**src/rtl/ram_port_arbiter_if.sv**
```systemverilog
// Bus bundle between the two RAM requesters (CPU, DMA), the arbiter and the
// nibble-wide X/Y RAM arrays. The arbiter takes the slave view.
interface ram_port_arbiter_if #(
  parameter int AW = 15
);
  logic          cpu_req;
  logic          cpu_we;
  logic [1:0]    cpu_sel;
  logic [AW-1:0] cpu_addr;
  logic [3:0]    cpu_wdata;
  logic          cpu_ack;

  logic          dma_req;
  logic          dma_we;
  logic [1:0]    dma_sel;
  logic [AW-1:0] dma_addr;
  logic [3:0]    dma_wdata;
  logic          dma_ack;

  logic [7:0]    rdata;
  logic [AW-1:0] ram_addr;
  logic [3:0]    ram_data;
  logic          ram_wren_x;
  logic          ram_wren_y;
  logic          ram_rden;
  logic [3:0]    ram_q_x;
  logic [3:0]    ram_q_y;
  logic          busy;

  modport slave (
    input  cpu_req, cpu_we, cpu_sel, cpu_addr, cpu_wdata,
    output cpu_ack,
    input  dma_req, dma_we, dma_sel, dma_addr, dma_wdata,
    output dma_ack,
    output rdata, ram_addr, ram_data, ram_wren_x, ram_wren_y, ram_rden, busy,
    input  ram_q_x, ram_q_y
  );

  modport master (
    output cpu_req, cpu_we, cpu_sel, cpu_addr, cpu_wdata,
    input  cpu_ack,
    output dma_req, dma_we, dma_sel, dma_addr, dma_wdata,
    input  dma_ack,
    input  rdata, ram_addr, ram_data, ram_wren_x, ram_wren_y, ram_rden, busy,
    output ram_q_x, ram_q_y
  );
endinterface

```
**src/rtl/ram_port_arbiter.sv**
```systemverilog
// Serialises CPU and DMA accesses onto the shared X/Y nibble RAM: one access
// per IDLE->ISSUE->(WAIT)->DONE pass, DMA forced in after STARVE_MAX CPU wins.
module ram_port_arbiter #(
  parameter int AW         = 15,
  parameter int STARVE_MAX = 3
) (
  input  logic                ram_clk,
  input  logic                rst,
  ram_port_arbiter_if.slave   io_bus
);

  typedef enum logic [1:0] {
    S_IDLE  = 2'd0,
    S_ISSUE = 2'd1,
    S_WAIT  = 2'd2,
    S_DONE  = 2'd3
  } state_t;

  localparam logic [2:0] STARVE_LIM = 3'(STARVE_MAX);

  state_t        r_state;
  state_t        w_state_nxt;
  logic [2:0]    r_streak;
  logic [2:0]    w_streak_nxt;

  logic          r_grant_dma;
  logic          r_we;
  logic [AW-1:0] r_addr;
  logic [3:0]    r_data;
  logic          r_wren_x;
  logic          r_wren_y;
  logic          r_rden;
  logic [7:0]    r_rdata;
  logic          r_cpu_ack;
  logic          r_dma_ack;

  logic          w_load;
  logic          w_pick_dma;
  logic          w_capture;
  logic          w_finish;
  logic          w_to_done;

  logic          w_we;
  logic [1:0]    w_sel;
  logic [AW-1:0] w_addr;
  logic [3:0]    w_wdata;

  always_ff @(posedge ram_clk) begin
    if (rst) begin
      r_state  <= S_IDLE;
      r_streak <= 3'd0;
    end else begin
      r_state  <= w_state_nxt;
      r_streak <= w_streak_nxt;
    end
  end

  always_comb begin
    w_state_nxt  = r_state;
    w_streak_nxt = r_streak;
    w_load       = 1'b0;
    w_pick_dma   = 1'b0;
    w_capture    = 1'b0;
    w_finish     = 1'b0;
    w_to_done    = 1'b0;
    case (r_state)
      S_IDLE: begin
        if (io_bus.cpu_req || io_bus.dma_req) begin
          w_load      = 1'b1;
          w_state_nxt = S_ISSUE;
          w_pick_dma  = io_bus.dma_req &&
                        (!io_bus.cpu_req || (r_streak == STARVE_LIM));
          // Streak only grows while DMA is actually being made to wait.
          if (w_pick_dma || !io_bus.dma_req)
            w_streak_nxt = 3'd0;
          else if (r_streak != 3'd7)
            w_streak_nxt = r_streak + 3'd1;
        end
      end
      S_ISSUE: begin
        if (r_we) begin
          w_state_nxt = S_DONE;
          w_to_done   = 1'b1;
        end else begin
          w_state_nxt = S_WAIT;
        end
      end
      S_WAIT: begin
        w_capture   = 1'b1;
        w_to_done   = 1'b1;
        w_state_nxt = S_DONE;
      end
      S_DONE: begin
        w_finish    = 1'b1;
        w_state_nxt = S_IDLE;
      end
      default: w_state_nxt = S_IDLE;
    endcase
  end

  always_comb begin
    w_we    = io_bus.cpu_we;
    w_sel   = io_bus.cpu_sel;
    w_addr  = io_bus.cpu_addr;
    w_wdata = io_bus.cpu_wdata;
    if (w_pick_dma) begin
      w_we    = io_bus.dma_we;
      w_sel   = io_bus.dma_sel;
      w_addr  = io_bus.dma_addr;
      w_wdata = io_bus.dma_wdata;
    end
  end

  // RAM-side registers: loaded at grant, held through DONE, enables cleared
  // on leaving DONE. Reset aborts any access in flight without an ack.
  always_ff @(posedge ram_clk) begin
    if (rst) begin
      r_grant_dma <= 1'b0;
      r_we        <= 1'b0;
      r_addr      <= '0;
      r_data      <= 4'd0;
      r_wren_x    <= 1'b0;
      r_wren_y    <= 1'b0;
      r_rden      <= 1'b0;
      r_rdata     <= 8'd0;
      r_cpu_ack   <= 1'b0;
      r_dma_ack   <= 1'b0;
    end else begin
      r_cpu_ack <= w_to_done & ~r_grant_dma;
      r_dma_ack <= w_to_done &  r_grant_dma;
      if (w_load) begin
        r_grant_dma <= w_pick_dma;
        r_we        <= w_we;
        r_addr      <= w_addr;
        r_data      <= w_wdata;
        r_wren_x    <= w_we & w_sel[0];
        r_wren_y    <= w_we & w_sel[1];
        r_rden      <= ~w_we;
      end else if (w_finish) begin
        r_wren_x    <= 1'b0;
        r_wren_y    <= 1'b0;
        r_rden      <= 1'b0;
      end
      if (w_capture)
        r_rdata <= {io_bus.ram_q_y, io_bus.ram_q_x};
    end
  end

  assign io_bus.cpu_ack    = r_cpu_ack;
  assign io_bus.dma_ack    = r_dma_ack;
  assign io_bus.rdata      = r_rdata;
  assign io_bus.ram_addr   = r_addr;
  assign io_bus.ram_data   = r_data;
  assign io_bus.ram_wren_x = r_wren_x;
  assign io_bus.ram_wren_y = r_wren_y;
  assign io_bus.ram_rden   = r_rden;
  assign io_bus.busy       = (r_state != S_IDLE);

endmodule

```
**src/flat_wrapper.sv**
```systemverilog
// flat-port wrapper written by rule: the top's interface ports become plain ports
module ram_port_arbiter_flat 
#(
  parameter int AW         = 15,
  parameter int STARVE_MAX = 3
)
  (ram_clk, rst, io_bus_cpu_req, io_bus_cpu_we, io_bus_cpu_sel, io_bus_cpu_addr, io_bus_cpu_wdata, io_bus_cpu_ack, io_bus_dma_req, io_bus_dma_we, io_bus_dma_sel, io_bus_dma_addr, io_bus_dma_wdata, io_bus_dma_ack, io_bus_rdata, io_bus_ram_addr, io_bus_ram_data, io_bus_ram_wren_x, io_bus_ram_wren_y, io_bus_ram_rden, io_bus_busy, io_bus_ram_q_x, io_bus_ram_q_y);
  ram_port_arbiter_if #(.AW(AW)) io_bus_i ();
  input  logic ram_clk;
  input  logic rst;
  input wire logic [$bits(io_bus_i.cpu_req)-1:0] io_bus_cpu_req;
  input wire logic [$bits(io_bus_i.cpu_we)-1:0] io_bus_cpu_we;
  input wire logic [$bits(io_bus_i.cpu_sel)-1:0] io_bus_cpu_sel;
  input wire logic [$bits(io_bus_i.cpu_addr)-1:0] io_bus_cpu_addr;
  input wire logic [$bits(io_bus_i.cpu_wdata)-1:0] io_bus_cpu_wdata;
  output wire logic [$bits(io_bus_i.cpu_ack)-1:0] io_bus_cpu_ack;
  input wire logic [$bits(io_bus_i.dma_req)-1:0] io_bus_dma_req;
  input wire logic [$bits(io_bus_i.dma_we)-1:0] io_bus_dma_we;
  input wire logic [$bits(io_bus_i.dma_sel)-1:0] io_bus_dma_sel;
  input wire logic [$bits(io_bus_i.dma_addr)-1:0] io_bus_dma_addr;
  input wire logic [$bits(io_bus_i.dma_wdata)-1:0] io_bus_dma_wdata;
  output wire logic [$bits(io_bus_i.dma_ack)-1:0] io_bus_dma_ack;
  output wire logic [$bits(io_bus_i.rdata)-1:0] io_bus_rdata;
  output wire logic [$bits(io_bus_i.ram_addr)-1:0] io_bus_ram_addr;
  output wire logic [$bits(io_bus_i.ram_data)-1:0] io_bus_ram_data;
  output wire logic [$bits(io_bus_i.ram_wren_x)-1:0] io_bus_ram_wren_x;
  output wire logic [$bits(io_bus_i.ram_wren_y)-1:0] io_bus_ram_wren_y;
  output wire logic [$bits(io_bus_i.ram_rden)-1:0] io_bus_ram_rden;
  output wire logic [$bits(io_bus_i.busy)-1:0] io_bus_busy;
  input wire logic [$bits(io_bus_i.ram_q_x)-1:0] io_bus_ram_q_x;
  input wire logic [$bits(io_bus_i.ram_q_y)-1:0] io_bus_ram_q_y;
  assign io_bus_i.cpu_req = io_bus_cpu_req;
  assign io_bus_i.cpu_we = io_bus_cpu_we;
  assign io_bus_i.cpu_sel = io_bus_cpu_sel;
  assign io_bus_i.cpu_addr = io_bus_cpu_addr;
  assign io_bus_i.cpu_wdata = io_bus_cpu_wdata;
  assign io_bus_cpu_ack = io_bus_i.cpu_ack;
  assign io_bus_i.dma_req = io_bus_dma_req;
  assign io_bus_i.dma_we = io_bus_dma_we;
  assign io_bus_i.dma_sel = io_bus_dma_sel;
  assign io_bus_i.dma_addr = io_bus_dma_addr;
  assign io_bus_i.dma_wdata = io_bus_dma_wdata;
  assign io_bus_dma_ack = io_bus_i.dma_ack;
  assign io_bus_rdata = io_bus_i.rdata;
  assign io_bus_ram_addr = io_bus_i.ram_addr;
  assign io_bus_ram_data = io_bus_i.ram_data;
  assign io_bus_ram_wren_x = io_bus_i.ram_wren_x;
  assign io_bus_ram_wren_y = io_bus_i.ram_wren_y;
  assign io_bus_ram_rden = io_bus_i.ram_rden;
  assign io_bus_busy = io_bus_i.busy;
  assign io_bus_i.ram_q_x = io_bus_ram_q_x;
  assign io_bus_i.ram_q_y = io_bus_ram_q_y;
  ram_port_arbiter #(.AW(AW), .STARVE_MAX(STARVE_MAX)) u_core (.ram_clk(ram_clk), .rst(rst), .io_bus(io_bus_i));
endmodule
```
**config.mk**
```make
export PLATFORM = sky130hd
export DESIGN_NAME = ram_port_arbiter_flat
export DESIGN_NICKNAME = d
export VERILOG_FILES = /design/src/rtl/ram_port_arbiter_if.sv /design/src/rtl/ram_port_arbiter.sv /design/src/flat_wrapper.sv
export SDC_FILE = /design/constraint.sdc
export NUM_CORES = 1
export LEC_CHECK = 0
export ABC_AREA = 1
export CELL_PAD_IN_SITES_DETAIL_PLACEMENT = 1
export CELL_PAD_IN_SITES_GLOBAL_PLACEMENT = 2
export CORE_MARGIN = 5
export CORE_UTILIZATION = 18
export CTS_CLUSTER_DIAMETER = 200
export CTS_CLUSTER_SIZE = 10
export DETAILED_ROUTE_END_ITERATION = 6
export GPL_TIMING_DRIVEN = 0
export PLACE_DENSITY_LB_ADDON = 0.2
export SLEW_MARGIN = 20
export SYNTH_ARGS = -nofsm -noshare
export SYNTH_HDL_FRONTEND = slang
export SYNTH_SLANG_ARGS = --single-unit
```
**constraint.sdc**
```tcl
create_clock -name ram_clk -period 1.53 [get_ports ram_clk]
set_input_delay 0.153 -clock ram_clk [delete_from_list [all_inputs] [get_ports ram_clk]]
set_output_delay 0.153 -clock ram_clk [all_outputs]
set_load 0.02 [all_outputs]
```
# Yosys cells after proc, flatten, opt, wreduce, memory -nomap -nowiden
# Cells that the tools add are included.
# totals
reg_bits	39
inputBits	56
# op_classes
n_mux	21
eq_ne	6
reduce_logical	11
n_addsub	1
bitwise_logic	6
# ops
op	count
two-way mux 15 bit	1
two-way mux 1 bit	13
case mux 2 bit (4 select lines)	1
two-way mux 3 bit	2
nonzero test 2 bit	3
AND 1 bit	4
== test 2 bit, second input constant	2
two-way mux 2 bit	2
two-way mux 4 bit	1
adder 3 x 1 -> 3 bit, second input constant	1
== test 3 x 2 -> 1 bit, second input constant	1
logical OR 1 bit	3
!= test 3 bit, second input constant	1
AND reduction 3 bit	1
== test 2 x 1 -> 1 bit, second input constant	1
logical NOT 1 bit	2
logical NOT 2 bit	1
!= test 2 x 1 -> 1 bit, second input constant	1
inverter 1 bit	2
case mux 1 bit (2 select lines)	1
logical AND 1 bit	1

# Logic depth before layout (Yosys ltp)
# Gate-level depths: netlist of the first run.
# depth
word_depth	8
ltp_mapped	11
ltp_nobuf	11

# Worst setup path before layout of the first run
# OpenSTA, ideal clock, no wires.
# synth_path
path_kind	flip-flop to flip-flop
from	register u_core.r_streak[0]
to	register u_core.r_addr[0] (netlist: u_core.io_bus.ram_addr[0])
required_ns	1.473
stages_incl_launch_ff	11
n_path_buf	1
t_arrival_ns	1.428
slack_ns	0.045
synth_period_minus_slack_ns	1.485
path_cell_list	dfxtp_1 ha_1 ha_1 inv_1 nand2_2 nand2_2 buf_2 nand2_1 nand3_1 o211ai_1 inv_2
# synth_between
elab_chain_len	6
# synth_lines
item	line	source
start, declared	ram_port_arbiter.sv:23	logic [2:0] r_streak;
start signal, assigned	ram_port_arbiter.sv:54	r_streak <= w_streak_nxt;
== test 3 x 2 -> 1 bit	ram_port_arbiter.sv:72	(!io_bus.cpu_req || (r_streak == STARVE_LIM));
logical OR 1 bit	ram_port_arbiter.sv:72	
logical AND 1 bit	ram_port_arbiter.sv:71	w_pick_dma = io_bus.dma_req &&
two-way mux 1 bit	ram_port_arbiter.sv:68	if (io_bus.cpu_req || io_bus.dma_req) begin
two-way mux 1 bit	ram_port_arbiter.sv:66	case (r_state)
two-way mux 15 bit	ram_port_arbiter.sv:106	if (w_pick_dma) begin
end signal, assigned	ram_port_arbiter.sv:134	r_addr <= w_addr;
end, declared	ram_port_arbiter.sv:28	logic [AW-1:0] r_addr;
# Every way passes these cells.
# A chain may end at the register's enable or synchronous reset.

# Final worst setup path of the first run
# layout_path
from	register u_core.r_streak[1]
to	register u_core.r_wren_y (netlist: u_core.io_bus.ram_wren_y)
# layout_between
elab_chain_len	8
# layout_lines
item	line	source
== test 3 x 2 -> 1 bit (*)	ram_port_arbiter.sv:72	
logical OR 1 bit (*)	ram_port_arbiter.sv:72	
logical AND 1 bit (*)	ram_port_arbiter.sv:71	
two-way mux 1 bit (*)	ram_port_arbiter.sv:68	
two-way mux 1 bit (*)	ram_port_arbiter.sv:66	
two-way mux 1 bit / two-way mux 2 bit (equally long branches)	ram_port_arbiter.sv:106	
AND 1 bit (*)	ram_port_arbiter.sv:137	r_wren_y <= w_we & w_sel[1];
two-way mux 1 bit (*)	ram_port_arbiter.sv:131	if (w_load) begin
end signal, assigned	ram_port_arbiter.sv:137	
end, declared	ram_port_arbiter.sv:31	logic r_wren_y;
# Every way passes the cells marked *; elsewhere a longest branch is shown, timed or not.

==> results.md, run 1 <==
- Status: finished, final reports clean
- R2r setup slk: 0.07 ns
- Core area: 0.00973 mm2
- Maximum vdd drop: about 440 uV
- Die Ht: 110 um
- Drt wl/cell: 14.6 um
- Number of port buffers: just under 90
- DRC: 0
- Tcrit/Tclk final: 95.6%
- Net Sw Power: ~2.3 mW
- Clock power share: approximately 13%
- Post-Synthesis Cells: about 240
- Cells on Worst Hold Path: 3
- Worst Hold Class: input pin to flip-flop
- Setup ws final: about 0.067 ns
- CP delay by family, top: simple AND/OR/NAND/NOR gates
- WS Path Type: flip-flop to flip-flop
- Least-Margin Pin Slew: between 0.3 and 0.4 ns
- Initial Util: between 15 and 20%
- Hold-fix buffers at CTS: 0
- Total CTS buffers: 5
- Final min period: around 1.5 ns
- Longest Clk Path Bufs: 2
- Initial antenna violation count: 0
- Die area: 0.0121 mm2
- Rows: 36
- CP max stage delay: ~0.34 ns
- CP max FO: 5
- Synthesized area per cell: 7.38 um2
- Post-synthesis net count: between 300 and 400
- Commonest non-fill, non-tap cell in the layout: clkdlybuf4s50_1
- I/O pin total: 89
- Internal power: approximately 3.2 mW
- Fin. max-slew vios: 0
- Startpoint types: flip-flop
- Layout area overhead: 80.3%
- Power per Cell Area: roughly 1700 mW/mm2
- Top cells by area, synth: dfxtp_1, nand2_1, o211ai_1
- Fmax: approximately 0.7 GHz
- H-tree Lvls: 2
- Worst R2R Path Depth: 10
- Distinct cells, synth: 21
- Fin nets: 415
- Final GP Congestion: 0.680
- Worst Skew: between 0.007 and 0.008 ns
- Diode count: 0
- Post-Syn Area: between 0.0015 and 0.002 mm2
- Crit-path cells: ha_4 > ha_4 > inv_4 > nand2_8 > nand2_8 > buf_4 > nand2_2 > nand2_2 > nand3_2 > a21oi_2
- Overall routed net length: about 7000 um
- DIE WIDTH: roughly 110 um
- Max_slew headroom: between 70 and 80%
- Sequential fraction of the synthesis area: around 44%
- Leak Pwr: approximately 1.4 nW
- Critical path's slowest cell: dfxtp_2
- Hpwl dp: 5050 um
- Total Power: around 5.5 mW
- Fillers: around 1,200
- Clk pin slew, worst setup/hold paths: 0.08 ns
- # setup viols final: 0
- DRT Pass-1 Iters: 4
- CP Depth: 10
- Vias post-DR: ~2,000
- Vias per cell: about 4.0
- First-pass GRT wire length: around 10,000 um
- Crit. End Element: flip-flop
- Crit path buffers/inverters: 2
- Share of cells above drive strength 1: roughly a fifth
- DR iter-0 viols: between 60 and 70
- Reg2Reg Launch Point: u_core.r_streak[1]
- CTS tree: done
- GRT overflow: 0
- Critical Path Source: u_core.r_streak[1]
- Vias in the first global route: roughly 2,000
- Worst EP required: 1.76 ns
- Synth area leader: dfxtp_1
- Post-route ant nets: 0
- Most frequent cells in the layout: clkdlybuf4s50_1, nand2_1, dfxtp_1, nor2_1, nand3_1
- Crit path to: u_core.io_bus.ram_wren_y
- Root buffer cell: clkbuf_8
- Area share of the largest cell type after synthesis: roughly 44%
- Synth Warn #: 0
- Hold_ws: between 0.4 and 0.5 ns
- Sw frac: roughly two fifths
- RSZ-0062 raised after global routing: true
- DP Worst Slack: -0.356 ns
- Multi-input gate area: 947 um2
- Worst EP arrival: approximately 1.7 ns
- CTS sink count: 39
- Hold Violations, Final: 0
- Capture point of the worst reg-to-reg path: u_core.io_bus.ram_wren_y
- Yosys reg bits: 39
- Largest net degree at the start of global routing: 13
- Register area: 786 um2
- Max_cap viols: 0
- Combinational Power Share: a little under 60%
- GR Util All Layers: roughly 11%
- Worst-skew pair later-pin latency: around 0.30 ns
- Seq pwr share: between 20% and 30%
power by group through the flow:
stage / sequential [mW] / clock [mW] / combinational (mW)
after CTS: 1.61 / 0.763 / 2.96
after global placement: 1.60 / 0 / 2.68
after global routing: 1.65 / 0.797 / 3.48
final: 1.61 / 0.711 / 3.18
after detailed placement: 1.61 / 0 / 2.70
after floorplan: 1.95 / 0 / 1.15
per-stage QoR:
step | instances | util [%] | area (um2) | setup TNS, ns
global route | 486 | 33.3 | 3240 | -0.258
floorplan | 243 | - | 1790 | 0
global placement | 464 | 29.2 | 2840 | -7.29
detailed placement | 464 | 29.2 | 2840 | -8.45
finish | 486 | 33.3 | 3240 | 0
CTS | 479 | 31.7 | 3080 | 0
synthesized netlist by cell type:
master and count:
nand2_1 57, dfxtp_1 39, nand3_1 28, nor2_1 23, inv_1 21, o211ai_1 20
inv_2 12, o21ai_0 11, ha_1 7, a21oi_1 6, buf_2 3, buf_4 3
clkbuf_1 3, nand2_2 2, nor3_1 2, a21oi_4 1, buf_6 1, clkinv_1 1
nor2_2 1, nor2_4 1, o22ai_1 1
worst min path at each step:
stage                  startpoint                     end  slack (ns)
3_5_place_dp   u_core.r_grant_dma   u_core.io_bus.cpu_ack        0.43
6_report        io_bus_ram_q_y[0]  u_core.io_bus.rdata[4]        0.44
3_3_place_gp   u_core.r_grant_dma   u_core.io_bus.cpu_ack        0.42
2_1_floorplan                 rst  u_core.io_bus.ram_rden        0.22
5_1_grt         io_bus_ram_q_y[0]  u_core.io_bus.rdata[4]        0.45
4_1_cts         io_bus_ram_q_y[0]  u_core.io_bus.rdata[4]        0.42
metal layers:
| metal | vias to the layer above | global-route usage [%] | wire length (um) |
|---|---|---|---|
| met1 | 905 | 14.4 | 3310 |
| li1 | 999 | - | - |
| met5 | - | 0 | 0 |
| met4 | 0 | 3.21 | 74 |
| met2 | 46 | 18.5 | 3340 |
| met3 | 7 | 2.76 | 370 |
registers in the layout, summed over array words and instances, names as in the netlist, 2 cells and up:
signal,cells
u_core.io_bus.ram_addr,15
u_core.io_bus.rdata,8
u_core.io_bus.ram_data,4
u_core.r_streak,3
u_core.r_state,2
cell families after synthesis:
family	Yosys count	share of synthesized area, %
AND/OR/NAND/NOR	114	26.8
AO/OA/AOI/OAI	39	14.4
adder cells (fa/ha/maj)	7	4.88
buffers and inverters	44	10.5
flip-flops	39	43.5
what timing repair did:
action / in CTS / in global routing
buffers inserted: 6 / 5
pin swaps: 1 / 4
gates resized for setup: 31 / 30
cloned: 1 / 2
endpoints found under the setup margin: 33 / 25
hold endpoints to repair: 0 / 0
final cells by class:
type | instances | share of cell area (%)
Multi-Input combinational cell | 160 | 29.3
Clock buffer | 6 | 2.24
Sequential cell | 39 | 24.3
Buffer | 10 | 3.05
Timing Repair Buffer | 102 | 31.4
Tap cell | 133 | 5.14
Inverter | 34 | 4.18
Clock inverter | 2 | 0.387
tightest hold or removal path, stage by stage:
cell and delay [ns]:
clkdlybuf4s50_1 0.39, nor2_1 0.10, nor2_1 0.05
(Power assumes the default switching activity.)
==> run 2: changes to the inputs <==
--- a/config.mk
+++ b/config.mk
@@ -8,13 +8,14 @@
 export ABC_AREA = 1
 export CELL_PAD_IN_SITES_DETAIL_PLACEMENT = 1
 export CELL_PAD_IN_SITES_GLOBAL_PLACEMENT = 2
-export CORE_MARGIN = 5
+export CORE_MARGIN = 3
 export CORE_UTILIZATION = 18
 export CTS_CLUSTER_DIAMETER = 200
 export CTS_CLUSTER_SIZE = 10
 export DETAILED_ROUTE_END_ITERATION = 6
 export GPL_TIMING_DRIVEN = 0
 export PLACE_DENSITY_LB_ADDON = 0.2
+export SETUP_SLACK_MARGIN = 0.5
 export SLEW_MARGIN = 20
 export SYNTH_ARGS = -nofsm -noshare
 export SYNTH_HDL_FRONTEND = slang
==> results.md, run 2 (synthesized netlist as in run 1, its figures left out) <==
- Most frequent cells in the layout: clkdlybuf4s50_1, dfxtp_1, buf_2, nand2_2, nand2_1
- Maximum vdd drop: 480 uV (+8.9%)
- Seq pwr share: 26.9% (-2.3 points)
- Die Ht: 106 um (-3.6%)
- First-pass GRT wire length: 11,500 um (+12%)
- GR Util All Layers: 12.9% (+1.7 points)
- Crit-path cells: ha_4 > ha_4 > inv_6 > nand2_8 > nand2_8 > buf_6 > nand2_1 > nand2_1 > nand3_1 > a21oi_1
- Initial Util: 19.0% (+0.53 points)
- Initial antenna violation count: 0 (unchanged)
- Vias post-DR: 2,055 (+5.0%)
- RSZ-0062 raised after global routing: true
- DR iter-0 viols: 44 (-29%)
- Max_slew headroom: 59.6% (-17 points)
- Final GP Congestion: 0.687 (+0.96%)
- Worst EP arrival: 1.69 ns (about the same)
- Overall routed net length: 7110 um (+0.21%)
- Crit. End Element: flip-flop
- Worst-skew pair later-pin latency: 0.30 ns (about the same)
- DRT Pass-1 Iters: 4 (unchanged)
- Largest net degree at the start of global routing: 13 (unchanged)
- H-tree Lvls: 2 (unchanged)
- CTS sink count: 39 (unchanged)
- Net Sw Power: 2.55 mW (+12%)
- Longest Clk Path Bufs: 2 (unchanged)
- CP max FO: 7 (+2)
- Vias per cell: 4.16 (+3.3%)
- Share of cells above drive strength 1: 47.4% (+26 points)
- Clk pin slew, worst setup/hold paths: 0.08 ns (about the same)
- Least-Margin Pin Slew: 0.606 ns (+0.261 ns)
- Hpwl dp: 4960 um (-1.8%)
- Setup TNS: 0 ns (unchanged)
- Die area: 0.0112 mm2 (-7.2%)
- Combinational Power Share: 57.9% (about the same)
- Core area: 0.00946 mm2 (-2.8%)
- Total CTS buffers: 5 (unchanged)
- CP max stage delay: 0.34 ns (about the same)
- GRT overflow: 0 (unchanged)
- Number of port buffers: 88 (unchanged)
- Worst EP required: 1.76 ns (about the same)
- DIE WIDTH: 106 um (-3.6%)
- Status: finished, final reports clean
- Vias in the first global route: 2,167 (+10%)
- Max reg flops: 15 (unchanged)
- WS Path Type: flip-flop to flip-flop
- Power per Cell Area: 1740 mW/mm2 (+2.5%)
- Post-route ant nets: 0 (unchanged)
- Commonest non-fill, non-tap cell in the layout: clkdlybuf4s50_1
- DP Area: 0.00295 mm2 (+3.9%)
- R2r setup slk: 0.08 ns (about the same)
- Diode count: 0 (unchanged)
- Critical path's slowest cell: dfxtp_2
- Rows: 35 (-2.8%)
- Final min period: 1.45 ns (-0.00862 ns)
- CTS tree: done
- Sw frac: 42.1% (+0.61 points)
- Fmax: 0.687 GHz (+0.59%)
- Drt wl/cell: 14.4 um (-1.4%)
- Internal power: 3.50 mW (+8.9%)
- Fin. max-slew vios: 0 (unchanged)
- Clock power share: 15.2% (+2.3 points)
- DRC: 0 (unchanged)
- # setup viols final: 0 (unchanged)
- Max_cap viols: 0 (unchanged)
- Leak Pwr: 1.59 nW (+13%)
- Root buffer cell: clkbuf_8
- I/O pin total: 89 (unchanged)
- Worst Skew: 0.00593 ns (-0.00155 ns)
- Cell area after layout: 0.00347 mm2 (+7.3%)
- Worst Hold Class: input pin to flip-flop
- Tcrit/Tclk final: 95.1% (-0.56 points)
- Layout area overhead: 93.6%
- Hold Violations, Final: 0 (unchanged)
- Fin nets: 427 (+2.9%)
- Hold-fix buffers at CTS: 0 (unchanged)
- Startpoint types: flip-flop
==> run 2: changes by cell type in the layout (fill, tap and decap cells not counted), moves of 3 or more <==
cell	previous run	this run
buf_2	2	32
buf_4	12	18
buf_6	4	9
buf_8	1	4
clkdlybuf4s50_1	86	53
inv_1	18	15
nand2_1	49	22
nand2_2	8	28
nand2_4	0	7
nand3_1	23	14
nand3_2	5	14
o21ai_0	11	0
o21ai_1	0	3
o21ai_2	0	8
==> run 2: power by group through the flow <==
stage / Clock [mW] / Combinational [mW] / Sequential, mW
4_1_cts: 0.970 / 3.07 / 1.61
6_report: 0.919 / 3.50 / 1.63
2_1_floorplan: 0 / 1.34 / 1.98
3_5_place_dp: 0 / 2.89 / 1.64
5_1_grt: 1.00 / 3.85 / 1.69
3_3_place_gp: 0 / 2.86 / 1.63
==> run 2: worst paths after layout <==
path	from	endpoint	depth (start not counted)
worst max-delay path	u_core.r_streak[0]	u_core.io_bus.ram_wren_y	10
worst min-delay path	rst	u_core.io_bus.ram_wren_x	2
worst max register to register	u_core.r_streak[0]	u_core.io_bus.ram_wren_y	10
worst min register to register	u_core.r_grant_dma	u_core.io_bus.cpu_ack	1
==> run 2: area by class of cell <==
type / instances / area [um2]
buffer: 10 / 98.8
multi-input combinational: 160 / 1160
sequential: 39 / 790
clock buffer: 6 / 82.6
inverter: 34 / 155
timing repair buffer: 114 / 995
fill: 1155 / 5990
tap: 129 / 161
clock inverter: 2 / 35.0
==> run 2: per-stage QoR <==
| step | setup slack (ns) | hold WS, ns | power, mW | utilization (%) | cells |
|---|---|---|---|---|---|
| floorplan | 0.199 | 0.222 | 3.32 | - | 243 |
| global route | -0.0172 | 0.351 | 6.54 | 36.7 | 494 |
| finish | 0.0754 | 0.331 | 6.05 | 36.7 | 494 |
| detailed placement | -0.293 | 0.423 | 4.53 | 31.2 | 460 |
| CTS | 0.0718 | 0.299 | 5.65 | 33.7 | 485 |
| global placement | -0.250 | 0.425 | 4.49 | 31.2 | 460 |
==> run 2: repair_timing <==
item / 4_1_cts / 5_1_grt
gates resized for setup: 172 / 71
pin swaps: 10 / 23
setup endpoints to repair: 72 / 40
buffers inserted: 15 / 8
gates cloned: 2 / 1
==> run 2: worst max-delay path: cells and delay by family (launching register included) <==
family	cells	cell delay [ns]
buf+inv	2	0.18
compound gates	1	0.15
fa+ha+maj	2	0.33
simple gates	5	0.40
flops	1	0.34
==> run 2: metal layers <==
metal	GRT usage, %	vias to the layer above	wire length [um]
met1	16.6	970	3300
met5	0	-	0
met3	3.31	6	321
met4	4.26	0	107
met2	21.1	49	3370
li1	-	1030	-
